## config.mk

```make
export PLATFORM = sky130hd
export DESIGN_NAME = sorted_drain_flat
export DESIGN_NICKNAME = d
export VERILOG_FILES = /design/src/rtl/sorted_drain_if.sv /design/src/rtl/sorted_drain.sv /design/src/flat_wrapper.sv
export SDC_FILE = /design/constraint.sdc
export NUM_CORES = 1
export LEC_CHECK = 0
export BUFFER_PORTS_ARGS = -buffer_cell sky130_fd_sc_hd__buf_2
export CAP_MARGIN = 30
export CORE_ASPECT_RATIO = 0.6
export CORE_MARGIN = 3
export CORE_UTILIZATION = 58
export CTS_BUF_LIST = sky130_fd_sc_hd__clkbuf_16
export CTS_CLUSTER_DIAMETER = 150
export DETAILED_ROUTE_END_ITERATION = 16
export PLACE_DENSITY_LB_ADDON = 0.05
export SLEW_MARGIN = 0
export SYNTH_ARGS = -nofsm -noshare
export SYNTH_HDL_FRONTEND = slang
export SYNTH_SLANG_ARGS = --single-unit
```

## constraint.sdc

```tcl
create_clock -name clk -period 5.9 [get_ports clk]
set_clock_uncertainty 0.1 [all_clocks]
set_input_delay 0.295 -clock clk [delete_from_list [all_inputs] [get_ports clk]]
set_output_delay 0.295 -clock clk [all_outputs]
set_load 0.005 [all_outputs]
```

## src/rtl/sorted_drain_if.sv

```systemverilog
// rtl/sorted_drain_if.sv - sorter pop port plus downstream valid/ready stream for sorted_drain.
interface sorted_drain_if #(parameter int W = 16) ();
  logic         src_pop;
  logic [W-1:0] src_dout;
  logic         src_empty;
  logic         m_valid;
  logic         m_ready;
  logic [W-1:0] m_data;

  modport master (
    output src_pop,
    input  src_dout,
    input  src_empty,
    output m_valid,
    input  m_ready,
    output m_data
  );

  modport slave (
    input  src_pop,
    output src_dout,
    output src_empty,
    input  m_valid,
    output m_ready,
    input  m_data
  );
endinterface

```

## src/rtl/sorted_drain.sv

```systemverilog
// rtl/sorted_drain.sv - drains insertion_sort one element at a time onto a valid/ready stream.
// Define SORTED_DRAIN_DEDUP_EN to drop elements equal to the previously captured value.
module sorted_drain #(
  parameter int W       = 16,
  parameter int POP_LAT = 2,
  parameter int GAP     = 2,
  parameter int CW      = 8
) (
  input  logic                clk,
  input  logic                rst,
  input  logic                enable,
  input  logic                start,
  input  logic                abort,
  sorted_drain_if.master      bus,
  output logic                done,
  output logic                busy,
  output logic [CW-1:0]       count,
  output logic                order_err
);

  typedef enum logic [2:0] {
    S_IDLE, S_CHECK, S_POP, S_WAIT, S_EMIT, S_GAP, S_DONE
  } state_t;

  state_t        state, state_nx;
  logic [3:0]    lat_cnt, lat_nx;
  logic [3:0]    gap_cnt, gap_nx;
  logic [W-1:0]  hold, hold_nx;
  logic [W-1:0]  prev, prev_nx;
  logic          have_prev, have_prev_nx;
  logic [CW-1:0] count_nx;
  logic          order_err_nx;
  logic          done_nx;

  always_ff @(posedge clk) begin
    if (rst) begin
      state     <= S_IDLE;
      lat_cnt   <= '0;
      gap_cnt   <= '0;
      hold      <= '0;
      prev      <= '0;
      have_prev <= 1'b0;
      count     <= '0;
      order_err <= 1'b0;
      done      <= 1'b0;
    end else begin
      state     <= state_nx;
      lat_cnt   <= lat_nx;
      gap_cnt   <= gap_nx;
      hold      <= hold_nx;
      prev      <= prev_nx;
      have_prev <= have_prev_nx;
      count     <= count_nx;
      order_err <= order_err_nx;
      done      <= done_nx;
    end
  end

  always_comb begin
    state_nx     = state;
    lat_nx       = lat_cnt;
    gap_nx       = gap_cnt;
    hold_nx      = hold;
    prev_nx      = prev;
    have_prev_nx = have_prev;
    count_nx     = count;
    order_err_nx = order_err;
    done_nx      = 1'b0;

    // Abort overrides the enable stall so a frozen block can still be pulled back to IDLE.
    if (abort) begin
      state_nx = S_IDLE;
    end else if (!enable) begin
      done_nx = done;
    end else begin
      case (state)
        S_IDLE: begin
          if (start) begin
            count_nx     = '0;
            order_err_nx = 1'b0;
            have_prev_nx = 1'b0;
            state_nx     = S_CHECK;
          end
        end
        S_CHECK: begin
          if (bus.src_empty) begin
            state_nx = S_DONE;
            done_nx  = 1'b1;
          end else begin
            state_nx = S_POP;
          end
        end
        S_POP: begin
          lat_nx   = 4'(POP_LAT);
          state_nx = S_WAIT;
        end
        S_WAIT: begin
          lat_nx = lat_cnt - 4'd1;
          if (lat_nx == 4'd0) begin
            prev_nx      = bus.src_dout;
            have_prev_nx = 1'b1;
            if (have_prev && (bus.src_dout < prev)) begin
              order_err_nx = 1'b1;
            end
`ifdef SORTED_DRAIN_DEDUP_EN
            if (have_prev && (bus.src_dout == prev)) begin
              gap_nx   = 4'(GAP);
              state_nx = S_GAP;
            end else begin
              hold_nx  = bus.src_dout;
              state_nx = S_EMIT;
            end
`else
            hold_nx  = bus.src_dout;
            state_nx = S_EMIT;
`endif
          end
        end
        S_EMIT: begin
          if (bus.m_ready) begin
            if (count != '1) begin
              count_nx = count + CW'(1);
            end
            gap_nx   = 4'(GAP);
            state_nx = S_GAP;
          end
        end
        S_GAP: begin
          gap_nx = gap_cnt - 4'd1;
          if (gap_nx == 4'd0) begin
            state_nx = S_CHECK;
          end
        end
        S_DONE: begin
          state_nx = S_IDLE;
        end
        default: begin
          state_nx = S_IDLE;
        end
      endcase
    end
  end

  assign bus.src_pop = (state == S_POP) && enable;
  assign bus.m_valid = (state == S_EMIT);
  assign bus.m_data  = hold;
  assign busy        = (state != S_IDLE);

endmodule

```

## src/flat_wrapper.sv

```systemverilog
// flat-port wrapper written by rule: the top's interface ports become plain ports
module sorted_drain_flat 
#(
  parameter int W       = 16,
  parameter int POP_LAT = 2,
  parameter int GAP     = 2,
  parameter int CW      = 8
)
  (clk, rst, enable, start, abort, done, busy, count, order_err, bus_src_pop, bus_src_dout, bus_src_empty, bus_m_valid, bus_m_ready, bus_m_data);
  sorted_drain_if #(.W(W)) bus_i ();
  input  logic clk;
  input  logic rst;
  input  logic enable;
  input  logic start;
  input  logic abort;
  output logic done;
  output logic busy;
  output logic [CW-1:0] count;
  output logic order_err;
  output wire logic [$bits(bus_i.src_pop)-1:0] bus_src_pop;
  input wire logic [$bits(bus_i.src_dout)-1:0] bus_src_dout;
  input wire logic [$bits(bus_i.src_empty)-1:0] bus_src_empty;
  output wire logic [$bits(bus_i.m_valid)-1:0] bus_m_valid;
  input wire logic [$bits(bus_i.m_ready)-1:0] bus_m_ready;
  output wire logic [$bits(bus_i.m_data)-1:0] bus_m_data;
  assign bus_src_pop = bus_i.src_pop;
  assign bus_i.src_dout = bus_src_dout;
  assign bus_i.src_empty = bus_src_empty;
  assign bus_m_valid = bus_i.m_valid;
  assign bus_i.m_ready = bus_m_ready;
  assign bus_m_data = bus_i.m_data;
  sorted_drain #(.W(W), .POP_LAT(POP_LAT), .GAP(GAP), .CW(CW)) u_core (.clk(clk), .rst(rst), .enable(enable), .start(start), .abort(abort), .bus(bus_i), .done(done), .busy(busy), .count(count), .order_err(order_err));
endmodule
```

==> run metrics <==
crit share post-route=~43%; ranking of synthesized cells by area=dfxtp_1, ha_1, nand2_1, a21oi_1, nor2_1; P_leak=between 1 and 1.5 nW; Final HPWL DP=between 3 and 4 mm; total number of vias=2053; layout cells sized above 1=around a fifth; area delta synth->final=17.3%; num rows=16; CP Max Fanout=16; sequential share of the synthesized area=about 35%; antenna cell count=0; Starting Density=a little under two thirds; TritonRoute pass-1 iters=4; CP arrival=2.57 ns; sequential share of power=a little under half; Synth Warn #=0; CTS Sinks=38; Clock transition at path regs=about 0.060 ns; area share of fa/ha/maj cells after synthesis=11.4%; CTS Buf Count=5; Mapped Area=0.00220 mm2; vias per cell=around 5.6; crit path kind=reg -> reg; fin cells=369; dpl cell area=~0.0024 mm2; worst endpoint required time=approximately 6 ns; post-synthesis mux area share=1.88%; xor/xnor cell area share of the yosys netlist=2.79%; simple-gate share of the synthesized area=around a quarter; EDFF count, synth=0; Synth area leader=dfxtp_1; crit path capture type=flop; # DRC=0; relative slew slack=between 30% and 40%; setup TNS=0 ns; Hold Violations, Final=0; Synth Net Count=319; number of global-route vias before repair=approximately 1700; Syn Inst Count=276; Longest Clk Path Bufs=2; Skew-Pair Late Insertion Delay=approximately 0.28 ns; Slew Limit Fails=0; post-route ant nets=0; NumNets Final=around 370; Fmax=a little under 0.4 GHz; hold_buf cts=0; Max-cap violations=0; core area=approximately 0.0034 mm2; Root Buffer=clkbuf_16; Internal Pwr Total=between 0.4 and 0.5 mW; synth unique cells=between 40 and 50; GP Congestion=a little over 0.8; crit path launch type=flop; largest net degree at the start of global routing=29; Psw=around 0.12 mW; H-Tree Depth=2; Clk pwr share=between 40% and 50%; combinational family with the most area after synthesis=simple AND/OR/NAND/NOR gates; Tmin final=between 2 and 3 ns; CTS tree=done; Async SR Flop Fraction=0%; initial antenna violation count=0; power per cell area=~210 mW/mm2; DRT iter0 DRCs=between 100 and 150; Post-CTS Setup Bufs=0; Slew @ Worst Pin=0.887 ns; GRT Residual Overflow=0; cells resized by post-CTS repair=0; commonest cells after routing, fill and taps aside=buf_2, nand2_1, dfxtp_1, nor2_1, inv_1; IO Count=52; status=finished, final reports clean; switching part of the total=between 20% and 30%; compound-gate portion of the synthesized area=16.3%; Final Instance Area=0.00258 mm2; die width=around 86 um; Die H=around 54 um; total global-route track usage=between 20% and 30%; routed len/inst=~14 um; syn_area_per_cell=7.97 um2; combinational share of power=about 7%; Most used DFF post-synth=dfxtp_1; HP Class=in -> reg; most common cell after layout, fill and taps aside=buf_2; Die Footprint=~0.0046 mm2; Port Buffers=51; RSZ-0062 raised after global routing=false; final setup fails=0; first-pass GRT wire length=8.03 mm; Max IR drop VDD=around 0.00016 V; Seq cells post-synth=38; Total Wirelength=about 5.0 mm; top-area cell type share of the netlist area=between 30% and 40%; Cells after DPL=361
## synth_stat cells (2+ instances only)
master    count
o21a_1        2
xnor2_1       6
ha_1         20
mux2i_1       3
nand2_1      42
nand3_1       7
nand4b_1      2
nor2_1       27
a32o_1        2
or3b_2        3
and3_1        3
nand2b_1      4
nor3_1       10
a21oi_2       3
buf_2         2
or3_1         4
o21ai_0       9
clkbuf_1      7
a21o_1        2
nor2b_1       2
and4_1        2
a22oi_1       3
dfxtp_1      38
inv_1        24
a21oi_1      23
nand4_1       6
## sequential cells by signal (all words and copies together), names as in the netlist
name and cells:
u_core.gap_cnt 4, u_core.order_err 1, u_core.state 3, u_core.lat_cnt 4
u_core.have_prev 1, u_core.count 8, u_core.done 1, u_core.bus.m_data 16
## stage by stage
stage	setup WS, ns	util, %	total power, mW	hold WS (ns)
after floorplan	3.86	-	0.288	0.325
after global placement	3.51	71.0	0.304	0.347
after detailed placement	3.45	71.0	0.304	0.352
after CTS	3.40	75.0	0.554	0.167
after global routing	3.17	75.0	0.572	0.175
final	3.38	75.0	0.551	0.170
## path summary, 6_finish.rpt
kind                                         from                   end  slack (ns)  depth (start not counted)
worst max-delay path            u_core.lat_cnt[0]  u_core.bus.m_data[5]        3.38                          6
worst min-delay path              bus_src_dout[0]  u_core.bus.m_data[0]        0.17                          3
worst max register to register  u_core.lat_cnt[0]  u_core.bus.m_data[5]        3.38                          6
worst min register to register   u_core.have_prev      u_core.have_prev        0.35                          2
## cell families (layout without fill, tap and decap cells)
kind of cell / after synthesis / count (layout)
and+or+nand+nor: 118 / 118
muxes: 4 / 4
adders and majority gates: 20 / 20
buffers and inverters: 35 / 83
DFF: 38 / 38
AOI/OAI and AO/OA: 54 / 54
xor gates and xnor gates: 7 / 7
## critical path, cell delays in order (launching register included)
cell and delay (ns):
dfxtp_1 0.43, inv_1 0.10, ha_1 0.25, o41ai_2 0.49, nand4_1 0.64, nand2_1 0.30
a21oi_2 0.07
## cell type report
cell class | count | area (um2)
fill | 284 | 862
timing repair buffer | 51 | 255
sequential | 38 | 761
multi-input combinational | 203 | 1280
tap | 45 | 56.3
inverter | 24 | 90.1
clock inverter | 3 | 12.5
clock buffer | 5 | 125
## power by group through the flow
stage / clock (mW) / sequential, mW / combinational (mW)
floorplan: 0 / 0.264 / 0.0237
global placement: 0 / 0.266 / 0.0378
finish: 0.251 / 0.260 / 0.0396
detailed placement: 0 / 0.266 / 0.0385
global route: 0.267 / 0.261 / 0.0438
CTS: 0.254 / 0.260 / 0.0393
## metal layers
metal  up-vias  GRT usage, %  part of all wire [%]
met1       937          31.5                    50
met5         -             0                     0
met3         8          5.96                   6.6
met4         0          8.16                   1.4
li1       1052             -                     -
met2        56          33.0                    42
(Power assumes the default switching activity.)
